==> src/rtl/axis_pkt_gen.sv <==
// AXI4-Stream test-packet generator.
// Emits Ethernet-style frames made of a MAC/ethertype header, a 32-bit
// sequence number and a counting payload. Frame length, packet count,
// inter-packet gap and TUSER ports are set at run time. Outputs are held
// stable under backpressure. Packet and byte statistics feed the register block.
`timescale 1ns/1ps

module axis_pkt_gen #(
    parameter int C_M_AXIS_DATA_WIDTH  = 256,
    parameter int C_M_AXIS_TUSER_WIDTH = 128,
    parameter int C_LEN_WIDTH          = 16,
    parameter int C_GAP_WIDTH          = 16,
    parameter int C_CNT_WIDTH          = 32
) (
    input  logic                              S_AXI_ACLK,
    input  logic                              S_AXI_ARESET,
    input  logic                              gen_enable,
    input  logic [C_CNT_WIDTH-1:0]            gen_num_pkts,
    input  logic [C_LEN_WIDTH-1:0]            gen_pkt_len,
    input  logic [C_GAP_WIDTH-1:0]            gen_gap,
    input  logic [47:0]                       gen_dst_mac,
    input  logic [47:0]                       gen_src_mac,
    input  logic [15:0]                       gen_ethertype,
    input  logic [7:0]                        gen_src_port,
    input  logic [7:0]                        gen_dst_port,
    input  logic                              rst_cntrs,
    output logic [C_M_AXIS_DATA_WIDTH-1:0]    M_AXIS_TDATA,
    output logic [C_M_AXIS_DATA_WIDTH/8-1:0]  M_AXIS_TSTRB,
    output logic [C_M_AXIS_TUSER_WIDTH-1:0]   M_AXIS_TUSER,
    output logic                              M_AXIS_TVALID,
    input  logic                              M_AXIS_TREADY,
    output logic                              M_AXIS_TLAST,
    output logic [C_CNT_WIDTH-1:0]            tx_pkt_count,
    output logic [C_CNT_WIDTH-1:0]            tx_byte_count,
    output logic                              gen_busy,
    output logic                              gen_done
);

    localparam int DW    = C_M_AXIS_DATA_WIDTH;
    localparam int UW    = C_M_AXIS_TUSER_WIDTH;
    localparam int LW    = C_LEN_WIDTH;
    localparam int GW    = C_GAP_WIDTH;
    localparam int CW    = C_CNT_WIDTH;
    localparam int BYTES = DW / 8;

    localparam logic [LW-1:0] MIN_LEN = LW'(60);

    typedef enum logic [1:0] {
        ST_IDLE,
        ST_SEND,
        ST_GAP,
        ST_DONE
    } state_t;

    // ------------------------------------------------------------------
    // Beat builders: pure functions of (length, beat index, header fields)
    // ------------------------------------------------------------------

    // Data bytes of one beat; header for offsets 0..17, k[7:0] afterwards,
    // zero beyond the frame end.
    function automatic logic [DW-1:0] beat_data(
        input logic [31:0] len,
        input logic [31:0] beat,
        input logic [47:0] dst,
        input logic [47:0] src,
        input logic [15:0] etype,
        input logic [31:0] seq
    );
        logic [DW-1:0]  data;
        logic [143:0]   hdr;
        logic [31:0]    k;
        logic [7:0]     byte_v;
        data = '0;
        hdr  = {dst, src, etype, seq};
        for (int lane = 0; lane < BYTES; lane++) begin
            k = beat * 32'(BYTES) + 32'(lane);
            if (k < len) begin
                if (k < 32'd18) begin
                    byte_v = 8'(hdr >> (8 * (32'd17 - k)));
                end else begin
                    byte_v = k[7:0];
                end
                data[lane*8 +: 8] = byte_v;
            end
        end
        return data;
    endfunction

    // Lane strobes: set for every byte offset still inside the frame.
    function automatic logic [BYTES-1:0] beat_strb(
        input logic [31:0] len,
        input logic [31:0] beat
    );
        logic [BYTES-1:0] strb;
        for (int lane = 0; lane < BYTES; lane++) begin
            strb[lane] = (beat * 32'(BYTES) + 32'(lane)) < len;
        end
        return strb;
    endfunction

    // ------------------------------------------------------------------
    // State and held per-packet configuration
    // ------------------------------------------------------------------
    state_t          state_q, state_d;
    logic [LW-1:0]   len_q;
    logic [47:0]     dst_q, src_q;
    logic [15:0]     etype_q;
    logic [7:0]      sport_q, dport_q;
    logic [LW-1:0]   beat_q;
    logic [31:0]     seq_q;
    logic [CW-1:0]   run_q;
    logic [GW-1:0]   gap_q;

    // Control strobes from the next-state logic
    logic            hs;
    logic            start_pkt;
    logic            next_beat;
    logic            run_clr;
    logic            run_inc;
    logic            gap_load;
    logic [31:0]     start_seq;

    // Builder inputs and results
    logic [LW-1:0]   eff_len_in;
    logic [31:0]     sel_len;
    logic [31:0]     sel_beat;
    logic [DW-1:0]   bld_data;
    logic [BYTES-1:0] bld_strb;
    logic            bld_last;
    logic [UW-1:0]   bld_user;

    assign hs         = M_AXIS_TVALID & M_AXIS_TREADY;
    assign eff_len_in = (gen_pkt_len < MIN_LEN) ? MIN_LEN : gen_pkt_len;

    // Next-state and control decode for the generator FSM.
    always_comb begin
        // NOTE: every signal written here gets a default first so no path leaves it unassigned and infers a latch.
        state_d   = state_q;
        start_pkt = 1'b0;
        next_beat = 1'b0;
        run_clr   = 1'b0;
        run_inc   = 1'b0;
        gap_load  = 1'b0;
        start_seq = seq_q + 32'd1;
        case (state_q)
            ST_IDLE: begin
                if (gen_enable) begin
                    state_d   = ST_SEND;
                    start_pkt = 1'b1;
                    run_clr   = 1'b1;
                    start_seq = 32'd0;
                end
            end
            ST_SEND: begin
                if (hs) begin
                    if (M_AXIS_TLAST) begin
                        run_inc = 1'b1;
                        if ((gen_num_pkts != '0) && (run_q + CW'(1) == gen_num_pkts)) begin
                            state_d = ST_DONE;
                        end else if (!gen_enable) begin
                            state_d = ST_IDLE;
                        end else if (gen_gap == '0) begin
                            state_d   = ST_SEND;
                            start_pkt = 1'b1;
                        end else begin
                            state_d  = ST_GAP;
                            gap_load = 1'b1;
                        end
                    end else begin
                        next_beat = 1'b1;
                    end
                end
            end
            ST_GAP: begin
                if (!gen_enable) begin
                    state_d = ST_IDLE;
                end else if (gap_q == '0) begin
                    state_d   = ST_SEND;
                    start_pkt = 1'b1;
                end
            end
            ST_DONE: begin
                if (!gen_enable) begin
                    state_d = ST_IDLE;
                end
            end
            default: state_d = ST_IDLE;
        endcase
    end

    // Pick live inputs for a new packet or held values for the next beat.
    always_comb begin
        sel_len  = start_pkt ? 32'(eff_len_in) : 32'(len_q);
        sel_beat = start_pkt ? 32'd0 : (32'(beat_q) + 32'd1);
        bld_data = start_pkt
                 ? beat_data(sel_len, sel_beat, gen_dst_mac, gen_src_mac, gen_ethertype, start_seq)
                 : beat_data(sel_len, sel_beat, dst_q, src_q, etype_q, seq_q);
        bld_strb = beat_strb(sel_len, sel_beat);
        bld_last = ((sel_beat + 32'd1) * 32'(BYTES)) >= sel_len;
        bld_user = start_pkt ? UW'({gen_dst_port, gen_src_port, 16'(sel_len)}) : '0;
    end

    // FSM state register.
    always_ff @(posedge S_AXI_ACLK) begin
        // NOTE: sequential state uses non-blocking assignments so every register samples pre-edge values.
        if (S_AXI_ARESET) begin
            state_q <= ST_IDLE;
        end else begin
            state_q <= state_d;
        end
    end

    // Sample and hold the frame configuration at each packet start.
    always_ff @(posedge S_AXI_ACLK) begin
        if (S_AXI_ARESET) begin
            len_q   <= '0;
            dst_q   <= '0;
            src_q   <= '0;
            etype_q <= '0;
            sport_q <= '0;
            dport_q <= '0;
            seq_q   <= '0;
            beat_q  <= '0;
        end else if (start_pkt) begin
            len_q   <= eff_len_in;
            dst_q   <= gen_dst_mac;
            src_q   <= gen_src_mac;
            etype_q <= gen_ethertype;
            sport_q <= gen_src_port;
            dport_q <= gen_dst_port;
            seq_q   <= start_seq;
            beat_q  <= '0;
        end else if (next_beat) begin
            beat_q  <= beat_q + LW'(1);
        end
    end

    // Stream output registers: load a new beat, clear after the last handshake, otherwise hold.
    always_ff @(posedge S_AXI_ACLK) begin
        if (S_AXI_ARESET) begin
            M_AXIS_TVALID <= 1'b0;
            M_AXIS_TDATA  <= '0;
            M_AXIS_TSTRB  <= '0;
            M_AXIS_TUSER  <= '0;
            M_AXIS_TLAST  <= 1'b0;
        end else if (start_pkt || next_beat) begin
            M_AXIS_TVALID <= 1'b1;
            M_AXIS_TDATA  <= bld_data;
            M_AXIS_TSTRB  <= bld_strb;
            M_AXIS_TUSER  <= bld_user;
            M_AXIS_TLAST  <= bld_last;
        end else if (hs) begin
            M_AXIS_TVALID <= 1'b0;
            M_AXIS_TDATA  <= '0;
            M_AXIS_TSTRB  <= '0;
            M_AXIS_TUSER  <= '0;
            M_AXIS_TLAST  <= 1'b0;
        end
    end

    // Inter-packet gap down-counter; loaded with gap-1 so GAP lasts exactly gen_gap cycles.
    always_ff @(posedge S_AXI_ACLK) begin
        if (S_AXI_ARESET) begin
            gap_q <= '0;
        end else if (gap_load) begin
            gap_q <= gen_gap - GW'(1);
        end else if ((state_q == ST_GAP) && (gap_q != '0)) begin
            gap_q <= gap_q - GW'(1);
        end
    end

    // Frames completed in the current run.
    always_ff @(posedge S_AXI_ACLK) begin
        if (S_AXI_ARESET || run_clr) begin
            run_q <= '0;
        end else if (run_inc) begin
            run_q <= run_q + CW'(1);
        end
    end

    // Statistics counters; rst_cntrs beats a same-cycle increment.
    always_ff @(posedge S_AXI_ACLK) begin
        if (S_AXI_ARESET || rst_cntrs) begin
            tx_pkt_count  <= '0;
            tx_byte_count <= '0;
        end else if (hs && M_AXIS_TLAST) begin
            tx_pkt_count  <= tx_pkt_count + CW'(1);
            tx_byte_count <= tx_byte_count + CW'(len_q);
        end
    end

    // Registered status flags decoded from the next state.
    always_ff @(posedge S_AXI_ACLK) begin
        if (S_AXI_ARESET) begin
            gen_busy <= 1'b0;
            gen_done <= 1'b0;
        end else begin
            gen_busy <= (state_d == ST_SEND) || (state_d == ST_GAP);
            gen_done <= (state_d == ST_DONE);
        end
    end

    // Held ports are kept for observability of the current packet.
    logic unused_ports;
    assign unused_ports = ^{sport_q, dport_q};

endmodule
==> config.mk <==
export PLATFORM = sky130hd
export DESIGN_NAME = axis_pkt_gen
export DESIGN_NICKNAME = d
export VERILOG_FILES = /design/src/rtl/axis_pkt_gen.sv
export SDC_FILE = /design/constraint.sdc
export NUM_CORES = 1
export LEC_CHECK = 0
export ABC_AREA = 1
export BUFFER_PORTS_ARGS = -buffer_cell sky130_fd_sc_hd__buf_2
export CAP_MARGIN = 10
export CORE_AREA = 2 2 269 271
export CTS_CLUSTER_SIZE = 28
export DETAILED_ROUTE_END_ITERATION = 7
export DIE_AREA = 0 0 271 273
export PLACE_DENSITY_LB_ADDON = 0.05
export SYNTH_ARGS = -nofsm -noshare
export SYNTH_HDL_FRONTEND = slang
export SYNTH_SLANG_ARGS = --single-unit
==> constraint.sdc <==
create_clock -name S_AXI_ACLK -period 7.5 [get_ports S_AXI_ACLK]
set_input_delay 1.125 -clock S_AXI_ACLK [delete_from_list [all_inputs] [get_ports S_AXI_ACLK]]
set_output_delay 1.125 -clock S_AXI_ACLK [all_outputs]
set_load 0.02 [all_outputs]
==> metrics.txt <==
startpoint of the worst-slack reg-to-reg timing path run_q[0]; Critical-path top delay cell buf_4; via count of the first global-routing pass around 26000; pins over their slew limit 0; Synth top area share 0.3784; number of placed I/O pins approximately 680; number of hold violations in the final report 0; leading post-synthesis cells by cell area dfxtp_1 (38%), nand2_1 (14%), nor2_1 (6.9%), a21oi_1 (5.8%), inv_1 (4.8%); share of post-route cells with drive strength above 1 0.1666; DR vias 28250; LEAKAGE approximately 16 nW; Die Ht ~270 um; global placer's final weighted congestion 0.8862; result of the run finished, final reports clean; count of placed standard cells including taps roughly 5500; count of synthesis-stage warnings from yosys 0; total overflow reported by the global router 0; maximum buffer depth of the clock tree 3; Max Cap Violations 0; Critical Path Source Type flop; most common cell type on the critical path nand2_1; switching power share of the total 0.2995; gate family responsible for the most delay along the worst path simple AND/OR/NAND/NOR gates; net switching power 2.240 mW; CTS Hold Buffers Added 0; final period utilization 0.8513; post-synthesis register bit count around 540; area of the placeable core ~0.07 sq mm; met2 WL around 47000 um; Final Setup Violations 0; Hold Path Cell Cnt 2; critical path required time just under 8000 ps; relative contribution of the clock network to total power 0.430; global-route usage over all layers 0.2616; worst setup slack for register-to-register paths ~1100 ps; final standard cell area without fillers around 0.034 sq mm; hold worst-path end src_q[36]; Setup TNS Final 0 ps; post-CTS setup repair buffer count 0; detailed-router iteration count before antenna repair 6; DR DRC count 0; share of the core filled with cells in the final layout 0.4735; wire length on met1 between 40000 and 50000 um; 1st-iter DRT viols between 2000 and 2500; RSZ-0062 raised after global routing false; most frequent cells in the layout nand2_1 (1109), buf_2 (558), dfxtp_1 (544); number of antenna violations at the first check in global routing 11; Max IR drop VDD roughly 0.15 mV; Initial Utilization 0.4054; placement-stage cell area roughly 0.031 sq mm; share of synthesized registers carrying an async set or reset 0; largest net degree at the start of global routing a little over 200; most common cell after layout, fill and taps aside nand2_1; Worst Hold Class flop to flop; Worst slew margin 0.1733; total power after layout 7.477 mW; syn_area_per_cell slightly below 7 sq um; slack of the critical path 1115 ps; number of distinct library cells after synthesis 58; signal arrival time at the worst endpoint about 6800 ps; sequential group share of total power 0.414; clk slew on worst S/H paths around 60 ps; count of clock tree sinks approximately 540; Area Growth Syn to Fin 16.81%; input/output buffers 559; clock insertion delay at the later pin of the skew report just over 600 ps; number of standard cells after synthesis 4226; net total in the final layout 4886; startpoint of the tightest hold check path src_q[36]; Via density 5.008; Met3 Wirelength a little under 7000 um; Clock Tree Root clkbuf_16; average routed wire per standard cell 17.93 um; sequential element share of the synthesized area 0.3784; post-synth top area cell dfxtp_1; worst hold slack across all endpoints between 400 and 500 ps; largest fanout on the critical path 60; CP max stage delay about 670 ps; most frequently used flop master after synthesis dfxtp_1; post-CTS resize count 0; setup clock skew after layout approximately 30 ps; global-route wire length before repair 153000 um; buffer and inverter count on the worst path 4; internal power contribution roughly 5.2 mW; number of nets with antenna violations after detailed routing 0; Post-Route WL 101100 um; worst reg2reg path endpoint M_AXIS_TDATA[86]; netlist area before placement roughly 0.029 sq mm; TritonCTS Buffers between 60 and 70; Die ar. around 0.074 sq mm; path depth of the worst reg2reg path 31; Die X 271 um; Post-synth EDFFs 0; Tightest Pin Transition roughly 1200 ps; top metal layer carrying routed signals met5; relative contribution of combinational cells to total power 0.156; HPWL after detailed placement 73400 um; post-route minimum period around 6400 ps; kind of critical path flop to flop; pre-CTS setup slack around 1000 ps; highest clock frequency the design can meet between 150 and 200 MHz; CP endpoint kind flop; non-filler cells in the finished layout roughly 5600; # rows 98; CTS tree yes; depth of the CTS H-tree 3; total power per unit cell area 222.4 mW/mm^2
-- cell usage after synthesis, drive strengths merged, types with 10 or more instances --
master  count
nor4       23
nor2      563
dfxtp     544
nor3       55
mux2i      64
clkbuf    113
a211oi     17
nand3     229
o211ai     22
ha         47
inv       387
o21ai     130
o21bai     21
nand4     155
a21oi     340
xor2       51
nor3b      10
nand3b     13
nand2    1121
buf       246
xnor2      12
-- worst max path at each step --
stage                  start           endpoint  slack [ps]  cells past startpoint
2_1_floorplan  M_AXIS_TREADY  M_AXIS_TDATA[100]        1910                     30
3_3_place_gp     gen_gap[13]   M_AXIS_TDATA[63]        1140                     18
3_5_place_dp     gen_gap[13]   M_AXIS_TDATA[83]        1040                     21
4_1_cts             run_q[0]   M_AXIS_TDATA[87]        1210                     31
5_1_grt             run_q[0]   M_AXIS_TDATA[86]         480                     31
6_report            run_q[0]   M_AXIS_TDATA[86]        1110                     31
-- power by group through the flow --
stage,Combinational (mW),Sequential (mW),Clock (mW)
finish,1.17,3.10,3.21
global route,1.28,3.11,3.40
CTS,1.17,3.10,3.27
detailed placement,1.17,3.16,0
global placement,1.17,3.16,0
floorplan,0.738,3.25,0
-- logic make-up (layout without fill, tap and decap cells) --
kind of cell	Yosys count	count (layout)	share of synthesized area
adders and majority gates	48	48	0.02113
xor gates and xnor gates	64	64	0.01996
and+or+nand+nor	2193	2193	0.3278
DFF	544	544	0.3784
AOI/OAI and AO/OA	558	558	0.1061
other	1	125	0.0001303
buffers and inverters	753	1094	0.1238
muxes	65	65	0.02265
-- layout make-up --
class	instances	area [sq um]
multi-input combinational	3049	14850
sequential	544	10890
timing repair buffer	586	3048
antenna	4	10.01
inverter	394	1479
clock buffer	91	1876
clock inverter	23	275.3
tap	950	1189
fill	7576	37380
-- sequential cells by signal, summed over array words and instances, names as in the netlist --
register	count
beat_q	16
gen_busy	1
dst_q	48
tx_pkt_count	32
len_q	16
src_q	48
seq_q	32
gen_done	1
M_AXIS_TLAST	1
M_AXIS_TDATA	187
M_AXIS_TSTRB	31
M_AXIS_TUSER	32
run_q	32
tx_byte_count	32
M_AXIS_TVALID	1
gap_q	16
state_q	2
etype_q	16
-- worst min-delay path, cell delays in order (launching register included) --
cell	delay [ps]
dfxtp_1	300
nand2_1	50
nand2_1	60
-- routing by layer --
layer,global-route usage,vias to the layer above
met5,0,-
met4,0.09029,12
met3,0.06309,183
met2,0.4363,809
met1,0.3298,13020
li1,-,14230
No activity file was read; power rests on OpenSTA's default activity.
